**src/rtl/mem_bus_pkg.sv**
```systemverilog
// ----------------------------------------------------------------------------
// mem_bus_pkg
// Shared definitions for the memory bus arbiter:
//   - FSM state encoding (state_t)
//   - requester port identifiers (PORT_CPU / PORT_LDR)
//   - default address / data widths
// No ports (package).
// ----------------------------------------------------------------------------
package mem_bus_pkg;

  localparam int MEM_AW = 8;
  localparam int MEM_DW = 8;

  typedef enum logic [1:0] {
    ST_IDLE    = 2'd0,
    ST_ISSUE   = 2'd1,
    ST_CAPTURE = 2'd2,
    ST_ACK     = 2'd3
  } state_t;

  localparam logic PORT_CPU = 1'b0;  // control unit: fetch / LOAD / STORE
  localparam logic PORT_LDR = 1'b1;  // program loader / debug peek-poke

endpackage

```
**src/rtl/mem_bus_arb_pick.sv**
```systemverilog
// ----------------------------------------------------------------------------
// mem_bus_arb_pick
// Combinational winner selection between the two memory requesters.
//
// Build option: MEM_BUS_ARBITER_RR_EN
//   defined   -> round-robin on contention (grant the port that was not
//                granted last); adds the last_gnt input
//   undefined -> fixed priority, port 0 (CPU) always wins on contention
//
// Ports:
//   req0, req1  in   request lines of port 0 / port 1
//   last_gnt    in   last granted port (only with MEM_BUS_ARBITER_RR_EN)
//   any_req     out  at least one request is pending
//   winner      out  port that gets the grant (meaningful when any_req=1)
// ----------------------------------------------------------------------------
module mem_bus_arb_pick
  import mem_bus_pkg::*;
(
  input  logic req0,
  input  logic req1,
`ifdef MEM_BUS_ARBITER_RR_EN
  input  logic last_gnt,
`endif
  output logic any_req,
  output logic winner
);

  always_comb begin
    any_req = req0 | req1;
    winner  = PORT_CPU;
    if (req0 && req1) begin
`ifdef MEM_BUS_ARBITER_RR_EN
      winner = ~last_gnt;
`else
      winner = PORT_CPU;
`endif
    end else if (req1) begin
      // A lone requester is granted regardless of history.
      winner = PORT_LDR;
    end
  end

endmodule

```
**src/rtl/mem_bus_arbiter.sv**
```systemverilog
// ----------------------------------------------------------------------------
// mem_bus_arbiter
// Shares one synchronous-read memory port between the CPU control unit
// (port 0) and the program loader / debug port (port 1). Each access runs
// IDLE -> ISSUE -> CAPTURE -> ACK: three cycles from request sample to ack,
// one access every four cycles.
//
// Build option: MEM_BUS_ARBITER_RR_EN selects round-robin arbitration on
// contention (default: fixed priority, port 0 wins).
//
// Ports:
//   clk, rst                 clock, synchronous active-high reset
//   pN_req/we/addr/wdata     port N request, held stable until pN_ack
//   pN_ack                   one-cycle completion pulse
//   pN_rdata                 read data; holds last captured value
//   mem_addr/write_en/
//   mem_write_data           registered memory controls
//   mem_read_data            memory read data, valid one cycle after address
//   busy                     FSM not in IDLE
//   gnt_id                   port currently or last served
// ----------------------------------------------------------------------------
module mem_bus_arbiter
  import mem_bus_pkg::*;
#(
  parameter int AW = MEM_AW,
  parameter int DW = MEM_DW
) (
  input  logic          clk,
  input  logic          rst,
  input  logic          p0_req,
  input  logic          p0_we,
  input  logic [AW-1:0] p0_addr,
  input  logic [DW-1:0] p0_wdata,
  output logic          p0_ack,
  output logic [DW-1:0] p0_rdata,
  input  logic          p1_req,
  input  logic          p1_we,
  input  logic [AW-1:0] p1_addr,
  input  logic [DW-1:0] p1_wdata,
  output logic          p1_ack,
  output logic [DW-1:0] p1_rdata,
  output logic [AW-1:0] mem_addr,
  output logic          mem_write_en,
  output logic [DW-1:0] mem_write_data,
  input  logic [DW-1:0] mem_read_data,
  output logic          busy,
  output logic          gnt_id
);

  state_t        state_q, state_d;
  logic [AW-1:0] mem_addr_q, mem_addr_d;
  logic          mem_we_q, mem_we_d;
  logic [DW-1:0] mem_wdata_q, mem_wdata_d;
  logic          p0_ack_q, p0_ack_d;
  logic          p1_ack_q, p1_ack_d;
  logic [DW-1:0] p0_rdata_q, p0_rdata_d;
  logic [DW-1:0] p1_rdata_q, p1_rdata_d;
  logic          gnt_id_q, gnt_id_d;
  logic          acc_we_q, acc_we_d;   // direction of the access in flight

  logic any_req;
  logic winner;

`ifdef MEM_BUS_ARBITER_RR_EN
  logic last_q, last_d;
`endif

  mem_bus_arb_pick u_pick (
    .req0     (p0_req),
    .req1     (p1_req),
`ifdef MEM_BUS_ARBITER_RR_EN
    .last_gnt (last_q),
`endif
    .any_req  (any_req),
    .winner   (winner)
  );

  always_comb begin
    state_d     = state_q;
    mem_addr_d  = mem_addr_q;
    mem_we_d    = mem_we_q;
    mem_wdata_d = mem_wdata_q;
    p0_ack_d    = p0_ack_q;
    p1_ack_d    = p1_ack_q;
    p0_rdata_d  = p0_rdata_q;
    p1_rdata_d  = p1_rdata_q;
    gnt_id_d    = gnt_id_q;
    acc_we_d    = acc_we_q;
`ifdef MEM_BUS_ARBITER_RR_EN
    last_d      = last_q;
`endif

    case (state_q)
      ST_IDLE: begin
        if (any_req) begin
          gnt_id_d    = winner;
          acc_we_d    = (winner == PORT_LDR) ? p1_we    : p0_we;
          mem_addr_d  = (winner == PORT_LDR) ? p1_addr  : p0_addr;
          mem_wdata_d = (winner == PORT_LDR) ? p1_wdata : p0_wdata;
          mem_we_d    = (winner == PORT_LDR) ? p1_we    : p0_we;
`ifdef MEM_BUS_ARBITER_RR_EN
          last_d      = winner;
`endif
          state_d     = ST_ISSUE;
        end
      end

      ST_ISSUE: begin
        // Memory samples address / write strobe at the end of this cycle.
        mem_we_d = 1'b0;
        state_d  = ST_CAPTURE;
      end

      ST_CAPTURE: begin
        // Synchronous read data is valid now; writes leave rdata untouched.
        if (gnt_id_q == PORT_LDR) begin
          if (!acc_we_q) p1_rdata_d = mem_read_data;
          p1_ack_d = 1'b1;
        end else begin
          if (!acc_we_q) p0_rdata_d = mem_read_data;
          p0_ack_d = 1'b1;
        end
        state_d = ST_ACK;
      end

      ST_ACK: begin
        // Requests are ignored here so a requester dropping req at the end
        // of its ack cycle is never re-granted.
        p0_ack_d = 1'b0;
        p1_ack_d = 1'b0;
        state_d  = ST_IDLE;
      end

      default: state_d = ST_IDLE;
    endcase
  end

  always_ff @(posedge clk) begin
    if (rst) begin
      state_q     <= ST_IDLE;
      mem_addr_q  <= '0;
      mem_we_q    <= 1'b0;
      mem_wdata_q <= '0;
      p0_ack_q    <= 1'b0;
      p1_ack_q    <= 1'b0;
      p0_rdata_q  <= '0;
      p1_rdata_q  <= '0;
      gnt_id_q    <= 1'b0;
      acc_we_q    <= 1'b0;
`ifdef MEM_BUS_ARBITER_RR_EN
      last_q      <= PORT_LDR;  // so port 0 wins the first contention
`endif
    end else begin
      state_q     <= state_d;
      mem_addr_q  <= mem_addr_d;
      mem_we_q    <= mem_we_d;
      mem_wdata_q <= mem_wdata_d;
      p0_ack_q    <= p0_ack_d;
      p1_ack_q    <= p1_ack_d;
      p0_rdata_q  <= p0_rdata_d;
      p1_rdata_q  <= p1_rdata_d;
      gnt_id_q    <= gnt_id_d;
      acc_we_q    <= acc_we_d;
`ifdef MEM_BUS_ARBITER_RR_EN
      last_q      <= last_d;
`endif
    end
  end

  assign mem_addr       = mem_addr_q;
  assign mem_write_en   = mem_we_q;
  assign mem_write_data = mem_wdata_q;
  assign p0_ack         = p0_ack_q;
  assign p1_ack         = p1_ack_q;
  assign p0_rdata       = p0_rdata_q;
  assign p1_rdata       = p1_rdata_q;
  assign gnt_id         = gnt_id_q;
  assign busy           = (state_q != ST_IDLE);

endmodule

```
**config.mk**
```make
export PLATFORM = sky130hd
export DESIGN_NAME = mem_bus_arbiter
export DESIGN_NICKNAME = d
export VERILOG_FILES = /design/src/rtl/mem_bus_pkg.sv /design/src/rtl/mem_bus_arb_pick.sv /design/src/rtl/mem_bus_arbiter.sv
export SDC_FILE = /design/constraint.sdc
export NUM_CORES = 1
export LEC_CHECK = 0
export CAP_MARGIN = 20
export CORE_AREA = 3 3 70 72
export DETAILED_ROUTE_END_ITERATION = 10
export DIE_AREA = 0 0 73 75
export PLACE_DENSITY = 0.76
export RECOVER_POWER = 100
export SYNTH_ARGS = -nofsm -noshare
export SYNTH_HDL_FRONTEND = slang
export SYNTH_SLANG_ARGS = --single-unit
```
**constraint.sdc**
```tcl
create_clock -name clk -period 2.8 [get_ports clk]
set_clock_uncertainty 0.1 [all_clocks]
set_input_delay 0.42 -clock clk [delete_from_list [all_inputs] [get_ports clk]]
set_output_delay 0.42 -clock clk [all_outputs]
set_load 0.03 [all_outputs]
```
After elaboration in Yosys (flattened, before gate mapping)
Cells that the tools add are included.

Logic and storage cells: 43. Bits in registers: 39.

Bitwise gates (word level): 3. Equal/unequal tests: 6. Mux-type cells: 13. Reduce and logical (&&, ||, !) cells: 11.

Operators with widths (count): $mux 8 (2); $pmux 2 s4 (1); $reduce_and 2->1 (4); $mux 1 (6); $ne 2x2->1 const B (3); $pmux 1 s2 (3); $reduce_and 3->1 (2); $reduce_bool 2->1 (3); $eq 2x2->1 const B (2); $eq 2x1->1 const B (1); $logic_not 2->1 (1); $mux 2 (1); $not 1->1 (2); $logic_and 1x1->1 (1); $or 1x1->1 (1).

Longest topological paths before layout
Gate-level depths: netlist of the first run.

Depth after elaboration: 5. Mapped depth: 7.

Hierarchy
Synthesis of the first run repeated with hierarchy kept, for this count alone.

Cell total of the unflattened synthesis: 189. Area total of the unflattened synthesis: 1704.1 µm².

By module, submodules not included: mem_bus_arbiter (area each 1691.6 µm², cells each 187, times used 1, seq. area each 780.7 µm²); mem_bus_arb_pick (area each 12.5 µm², cells each 2, times used 1, seq. area each 0.0 µm²).

Worst setup path before layout of the first run
OpenSTA, ideal clock, no wires.

Kind: register -> register. Start: reg state_q[0]. End: reg mem_we_q, in the netlist mem_write_en. Path buffers: 0. Data arrival time: 1.373 ns. Cell stages (with the launch flop): 6. Clock period less this slack: 1.552 ns. Data required time: 2.621 ns. Slack: 1.248 ns. Cell sequence: dfxtp_1 -> inv_1 -> ha_1 -> or3b_4 -> a21o_1 -> a211oi_2.

Word-level cells in the longest chain between the ends: 3.

RTL lines: start: declaration (RTL line mem_bus_arbiter.sv:50) `state_t state_q, state_d;`; start signal: assignment (RTL line mem_bus_arbiter.sv:154) `state_q <= state_d;`; $eq 2x1->1 or $logic_not 2->1 (tied branches) (RTL line mem_bus_arbiter.sv:93) `case (state_q)`; $reduce_bool 2->1 (no source line) or $ne 2x2->1 (tied branches); $reduce_and 2->1 (no source line); end signal: assignment (RTL line mem_bus_arbiter.sv:156) `mem_we_q <= mem_we_d;`; end: declaration (RTL line mem_bus_arbiter.sv:52) `logic mem_we_q, mem_we_d;`.

Several ways; a longest one is shown, not always the timed one. A chain may end at the register's enable or synchronous reset.

Worst setup path after layout of the first run
Start: reg state_q[0]. End: out busy.

Word-level cells in the longest chain between the ends: 1.

RTL lines: $reduce_bool 2->1 (RTL line mem_bus_arbiter.sv:178) `assign busy = (state_q != ST_IDLE);`; end: declaration (RTL line mem_bus_arbiter.sv:46) `output logic busy,`.

Every way passes these cells.

==> run_results.csv, run 1 <==
group,metric,value,unit
status,status,"complete, no violations",
power_and_ir_drop,intPower,1.404,mW
sta,hold_violations,0,
power_and_ir_drop,ir_drop,0.3814,mV
power_and_ir_drop,p_switching,860.2,uW
logic_synthesis,synth_area_per_cell,9.906,sq um
grt,overflow,0,
grt,grt_pass1_wl,5.871,mm
drt,drcViolationCount,0,
critical_path,crit_required,2.28,ns
final_layout,fill_cells,409,
clocking,hold_buffers,0,
power_and_ir_drop,p_seq_share,34.3,%
critical_path,arrival,1.80,ns
floorplanning,io-pin-count,83,
critical_path,crit_chain,"inv_1 -> ha_1 -> inv_1 -> dlygate4sd3_1",
final_layout,layout-drive-gt1-share,4.762,%
place,gp_congestion,0.7157,
final_layout,area_delta_synth_final,56.65,%
logic_synthesis,synth_nets,220,
critical_path,startpoint_type,"register",
place,placed_cells,296,
drt,vias,1437,
drt,wl_met1,1.644,mm
logic_synthesis,synth_cell_types,27,
drt,dr_wl_met3,311,um
floorplanning,die_w,73,um
critical_path,cp_slowest_cell,"dlygate4sd3_1",
sta,finalSetupViolCount,0,
critical_path,worstSetupPathType,"reg -> out",
power_and_ir_drop,p_leak,1.227,nW
clocking,htreeDepth,2,
sta,worstMarginPinSlew,0.9114,ns
power_and_ir_drop,clkPwrFrac,21.0,%
sta,post-route-min-period,2.318,ns
critical_path,cp_top_family,"buffers and inverters",
sta,post-route-period-util,82.77,%
flow_run,cap_viol_max_count,0,
clocking,cts_made_buffers,5,
place,port_buffers,82,
drt,wirelength,3.769,mm
sta,fin_tns_setup,0,ns
final_layout,register_area,780.7,sq um
hold_path,holdCritPathClass,"reg -> reg",
drt,drtIter0Drc,50,
floorplanning,fp.dieH,75,um
critical_path,worst-path-max-fanout,5,
logic_synthesis,seq_area_frac_synth,46.64,%
drt,antenna_left,0,
clocking,post_cts_buffers,0,
sta,max_slew_margin,39.24,%
place,hpwl,2.844,mm
drt,wl_met2,1.765,mm
power_and_ir_drop,power_density,863.2,nW/um^2
logic_synthesis,synth_warnings,0,
floorplanning,die_area,5475,sq um
final_layout,n_antenna_cell,0,
drt,firstDrtPassIters,4,
final_layout,multi_input_area,784.5,sq um
sta,fmax,431.5,MHz
logic_synthesis,syn_inst,169,
clocking,cts_tree,"built",
clocking,clk_latency,0.28,ns
grt,track_usage,13.89,%
clocking,path_clk_slew,0.07,ns
grt,antenna_found_initial,0,
critical_path,max_stage_delay,0.73,ns
final_layout,fin_cells,304,
critical_path,cp_num_buf_inv,3,
floorplanning,initial_core_util,38.45,%
critical_path,end_kind,"output port",
power_and_ir_drop,power,2.264,mW
logic_synthesis,synth_seq_cells,39,
grt,grt_max_degree,37,
logic_synthesis,synthesis.area,1674,sq um
drt,top_layer_used,"met4",
critical_path,cp_common_cell,"inv_1",
drt,post_drt_via_cell_ratio,4.727,
power_and_ir_drop,switching_share,38.00,%
power_and_ir_drop,pwr-share-comb,44.7,%
sta,rsz0062_at_grt,"no",
clocking,cts_root_buf,"clkbuf_8",
drt,routedWlPerCell,12.40,um
clocking,cts_sinks,39,
sta,holdWs,0.3803,ns
clocking,cts_resized,0,
floorplanning,rows,24,
floorplanning,fp.coreArea,4354,sq um
final_layout,nets,302,
clocking,clockBufferDepth,2,
grt,grt_pass1_vias,1303,
sta,slew_violations,0,
[routing by layer]
| layer | vias to the layer above | GRT usage, % |
|---|---|---|
| li1 | 750 | - |
| met1 | 624 | 17.09 |
| met2 | 58 | 22.54 |
| met3 | 5 | 4.539 |
| met4 | 0 | 5.533 |
| met5 | - | 0 |
[final timing paths]
path / startpoint / end / slack, ns / depth (start not counted)
max: state_q[0]$_SDFFE_PP0P_ / busy / 0.48 / 4
min: p1_ack$_SDFFE_PP0P_ / p1_ack$_SDFFE_PP0P_ / 0.38 / 2
max reg2reg: state_q[0]$_SDFFE_PP0P_ / p0_rdata[4]$_SDFFE_PP0P_ / 0.84 / 6
min reg2reg: p1_ack$_SDFFE_PP0P_ / p1_ack$_SDFFE_PP0P_ / 0.38 / 2
[registers in the layout, summed over array words and instances, names as in the netlist]
name / count
p1_rdata: 8
gnt_id: 1
acc_we_q: 1
mem_write_en: 1
mem_write_data: 8
mem_addr: 8
p1_ack: 1
state_q: 2
p0_rdata: 8
p0_ack: 1
[power groups by stage]
| stage | sequential (mW) | combinational [mW] | clock (mW) |
|---|---|---|---|
| 6_report | 0.777 | 1.01 | 0.475 |
| 5_1_grt | 0.796 | 1.11 | 0.510 |
| 3_3_place_gp | 0.793 | 1.07 | 0 |
| 4_1_cts | 0.785 | 1.08 | 0.492 |
| 2_1_floorplan | 1.03 | 0.445 | 0 |
| 3_5_place_dp | 0.795 | 1.08 | 0 |
[cell usage after synthesis, drive strengths merged]
cell type	count	area share [%]
a22oi	1	0.45
nor3b	1	0.45
buf	8	3.7
dfxtp	39	47
o22ai	2	0.75
o21ai	3	0.90
inv	7	1.6
a21o	1	0.45
mux2i	33	20
clkbuf	4	0.90
o21a	1	0.45
a211oi	17	7.9
nand2b	1	0.37
a21bo	1	0.60
nor2	34	7.6
nand3	1	0.30
or3b	1	0.67
a21oi	5	1.5
ha	5	3.7
nand3b	1	0.45
nor2b	1	0.37
nand2	2	0.45
[final cells by class]
cell class | count | area share (%)
timing repair buffer | 87 | 32.35
multi-input combinational | 111 | 29.91
tap | 52 | 2.481
clock buffer | 6 | 3.149
inverter | 7 | 1.002
clock inverter | 2 | 1.336
sequential | 39 | 29.77
[tightest hold or removal path, cell delays in order, from the launching register on]
cell and delay, ns:
dfxtp_1 0.31, o21ai_0 0.07, a21oi_1 0.06
[cell usage in the layout, fill, tap and decap left out, types with 2 or more instances in the layout]
cell              n
o21ai_0           3
a21oi_1           5
inv_1             7
a211oi_1         17
clkbuf_1          2
nand2_1           2
o22ai_1           2
buf_4             2
ha_1              5
clkdlybuf4s50_1  44
mux2i_1          33
nor2_1           34
dlygate4sd3_1    38
clkbuf_8          6
dfxtp_1          39
[cell families after synthesis]
logic type / count (synthesis) / share of synthesized area (%)
AO/OA/AOI/OAI: 31 / 13.00
adder cells (fa/ha/maj): 5 / 3.737
buffers and inverters: 19 / 6.203
flip-flops: 39 / 46.64
multiplexers: 33 / 19.73
AND/OR/NAND/NOR: 42 / 10.69
[through the flow]
stage | cell area [sq um] | setup slack [ns] | utilization (%)
2_1_floorplan | 1674 | 1.248 | -
3_3_place_gp | 2520 | 0.8580 | 57.87
3_5_place_dp | 2520 | 0.8362 | 57.87
4_1_cts | 2638 | 0.5184 | 60.57
5_1_grt | 2623 | 0.3646 | 60.23
6_report | 2623 | 0.4824 | 60.23
Power figures use the tool's default switching activity.
==> run 2, diff against run 1 <==
- clock period: 2.8 -> 2.2 ns (I/O delays scaled with it)
==> run_results.csv, run 2 (synthesized netlist as in run 1, its figures left out) <==
group,metric,value,unit
grt,grt_max_degree,37,
clocking,hold_buffers,0,
floorplanning,rows,24,
grt,track_usage,14.09,%
hold_path,hp-start,"p1_ack$_SDFFE_PP0P_",
final_layout,layout_commonest_cell,"clkdlybuf4s50_1",
sta,post-route-period-util,88.41,%
critical_path,rr_worst_depth,6,
power_and_ir_drop,power,3.009,mW
critical_path,startpoint_type,"register",
sta,max_slew_margin,65.65,%
sta,finalSetupViolCount,0,
drt,wirelength,3.777,mm
hold_path,hold-path-cell-count,2,
floorplanning,fp.coreArea,4354,sq um
power_and_ir_drop,p_leak,1.249,nW
drt,routedWlPerCell,12.42,um
sta,fmax,514.1,MHz
clocking,clockBufferDepth,2,
floorplanning,die_area,5475,sq um
clocking,cts_sinks,39,
critical_path,crit_required,1.77,ns
clocking,clk_latency,0.29,ns
critical_path,crit_chain,"dlygate4sd3_1",
drt,drtIter0Drc,84,
critical_path,cp_num_buf_inv,1,
critical_path,worst-path-max-fanout,7,
critical_path,cp_top_family,"buffers and inverters",
clocking,cts_made_buffers,5,
critical_path,end_kind,"output port",
floorplanning,initial_core_util,38.45,%
clocking,cts_tree,"built",
critical_path,arrival,1.52,ns
sta,worstMarginPinSlew,0.5137,ns
critical_path,timing.rr.end,"p0_rdata[6]$_SDFFE_PP0P_",
hold_path,whs_endpoint,"p1_ack$_SDFFE_PP0P_",
drt,post_drt_via_cell_ratio,4.780,
critical_path,worst-r2r-setup-slack,0.45,ns
drt,top_layer_used,"met4",
grt,grt_pass1_wl,5.796,mm
final_layout,mostFrequentLayoutCells,"clkdlybuf4s50_1, dfxtp_1, dlygate4sd3_1, nor2_1, mux2i_1",
place,port_buffers,82,
clocking,post_cts_buffers,0,
sta,hold_violations,0,
floorplanning,fp.dieH,75,um
drt,wl_met1,1.566,mm
clocking,cts_root_buf,"clkbuf_8",
critical_path,reg2reg_from,"state_q[0]$_SDFFE_PP0P_",
sta,fin_tns_setup,0,ns
final_layout,n_antenna_cell,0,
status,status,"complete, no violations",
critical_path,max_stage_delay,0.78,ns
place,gp_congestion,0.6911,
critical_path,worstSetupPathType,"reg -> out",
place,hpwl,2.855,mm
final_layout,nets,302,
sta,postLayoutSetupSlackWorst,0.2550,ns
critical_path,cp_slowest_cell,"dlygate4sd3_1",
drt,wl_met2,1.794,mm
drt,vias,1453,
drt,firstDrtPassIters,4,
flow_run,cap_viol_max_count,0,
grt,grt_pass1_vias,1301,
clocking,path_clk_slew,0.08,ns
power_and_ir_drop,power_density,1129,nW/um^2
grt,overflow,0,
sta,post-route-min-period,1.945,ns
place,place_ws,0.3197,ns
drt,drcViolationCount,0,
clocking,htreeDepth,2,
final_layout,layout-drive-gt1-share,4.762,%
sta,rsz0062_at_grt,"no",
sta,slew_violations,0,
final_layout,area_delta_synth_final,59.27,%
power_and_ir_drop,ir_drop,0.5796,mV
floorplanning,die_w,73,um
drt,antenna_left,0,
hold_path,holdCritPathClass,"reg -> reg",
grt,antenna_found_initial,0,
floorplanning,io-pin-count,83,
drt,dr_wl_met3,392,um
run 2: cell count changes in the layout (fill, tap and decap cells not counted), sizes merged:
cell	previous run	this run
clkinv	1	0
dlygate4sd3	38	36
clkbuf	9	7
bufinv	1	2
dlygate4sd2	0	1
clkdlybuf4s50	44	45
buf	2	4
run 2: worst max-delay path by stage:
stage,startpoint,to,cells after the start
after floorplan,state_q[0]$_SDFFE_PP0P_,mem_write_en$_SDFFE_PP0P_,5
after global placement,state_q[0]$_SDFFE_PP0P_,busy,4
after detailed placement,state_q[0]$_SDFFE_PP0P_,busy,4
after CTS,state_q[0]$_SDFFE_PP0P_,busy,4
after global routing,gnt_id$_SDFFE_PP0P_,gnt_id,1
final,gnt_id$_SDFFE_PP0P_,gnt_id,1
run 2: metrics by stage:
stage	util [%]	instances	instance area, sq um	hold WS (ns)
finish	61.24	304	2666	0.3844
global route	61.24	304	2666	0.3952
CTS	61.47	304	2676	0.3840
detailed placement	58.45	296	2545	0.3707
global placement	58.45	296	2545	0.3660
floorplan	-	169	1674	0.3301
run 2: cell type report:
type                            instances  area, sq um
Tap cell                               52        65.06
Clock buffer                            6        72.57
Clock inverter                          2        60.06
Fill cell                             395         1688
Timing Repair Buffer                   87        879.6
Multi-Input combinational cell        111        782.0
Inverter                                7        26.28
Sequential cell                        39        780.7
run 2: per-layer routing:
| metal | global-route usage, % | up-vias |
|---|---|---|
| met5 | 0 | - |
| met4 | 4.918 | 0 |
| met3 | 7.477 | 2 |
| met2 | 22.24 | 64 |
| met1 | 16.36 | 634 |
| li1 | - | 753 |
run 2: power breakdown:
part           internal, mW  switching [mW]
clock network         0.453           0.239
logic                 0.558           0.772
registers             0.889          0.0973
run 2: what timing repair did:
action | 4_1_cts | 5_1_grt
setup endpoints to repair | 1 | 0
hold endpoints to repair | 0 | 0
gates resized for setup | 1 | 0
run 2: worst register-to-register path, stage by stage (launching register included):
cell and delay [ns]:
dfxtp_1 0.34, inv_1 0.12, ha_1 0.27, nor3b_1 0.21, clkbuf_2 0.31, mux2i_1 0.24, nor2_1 0.05
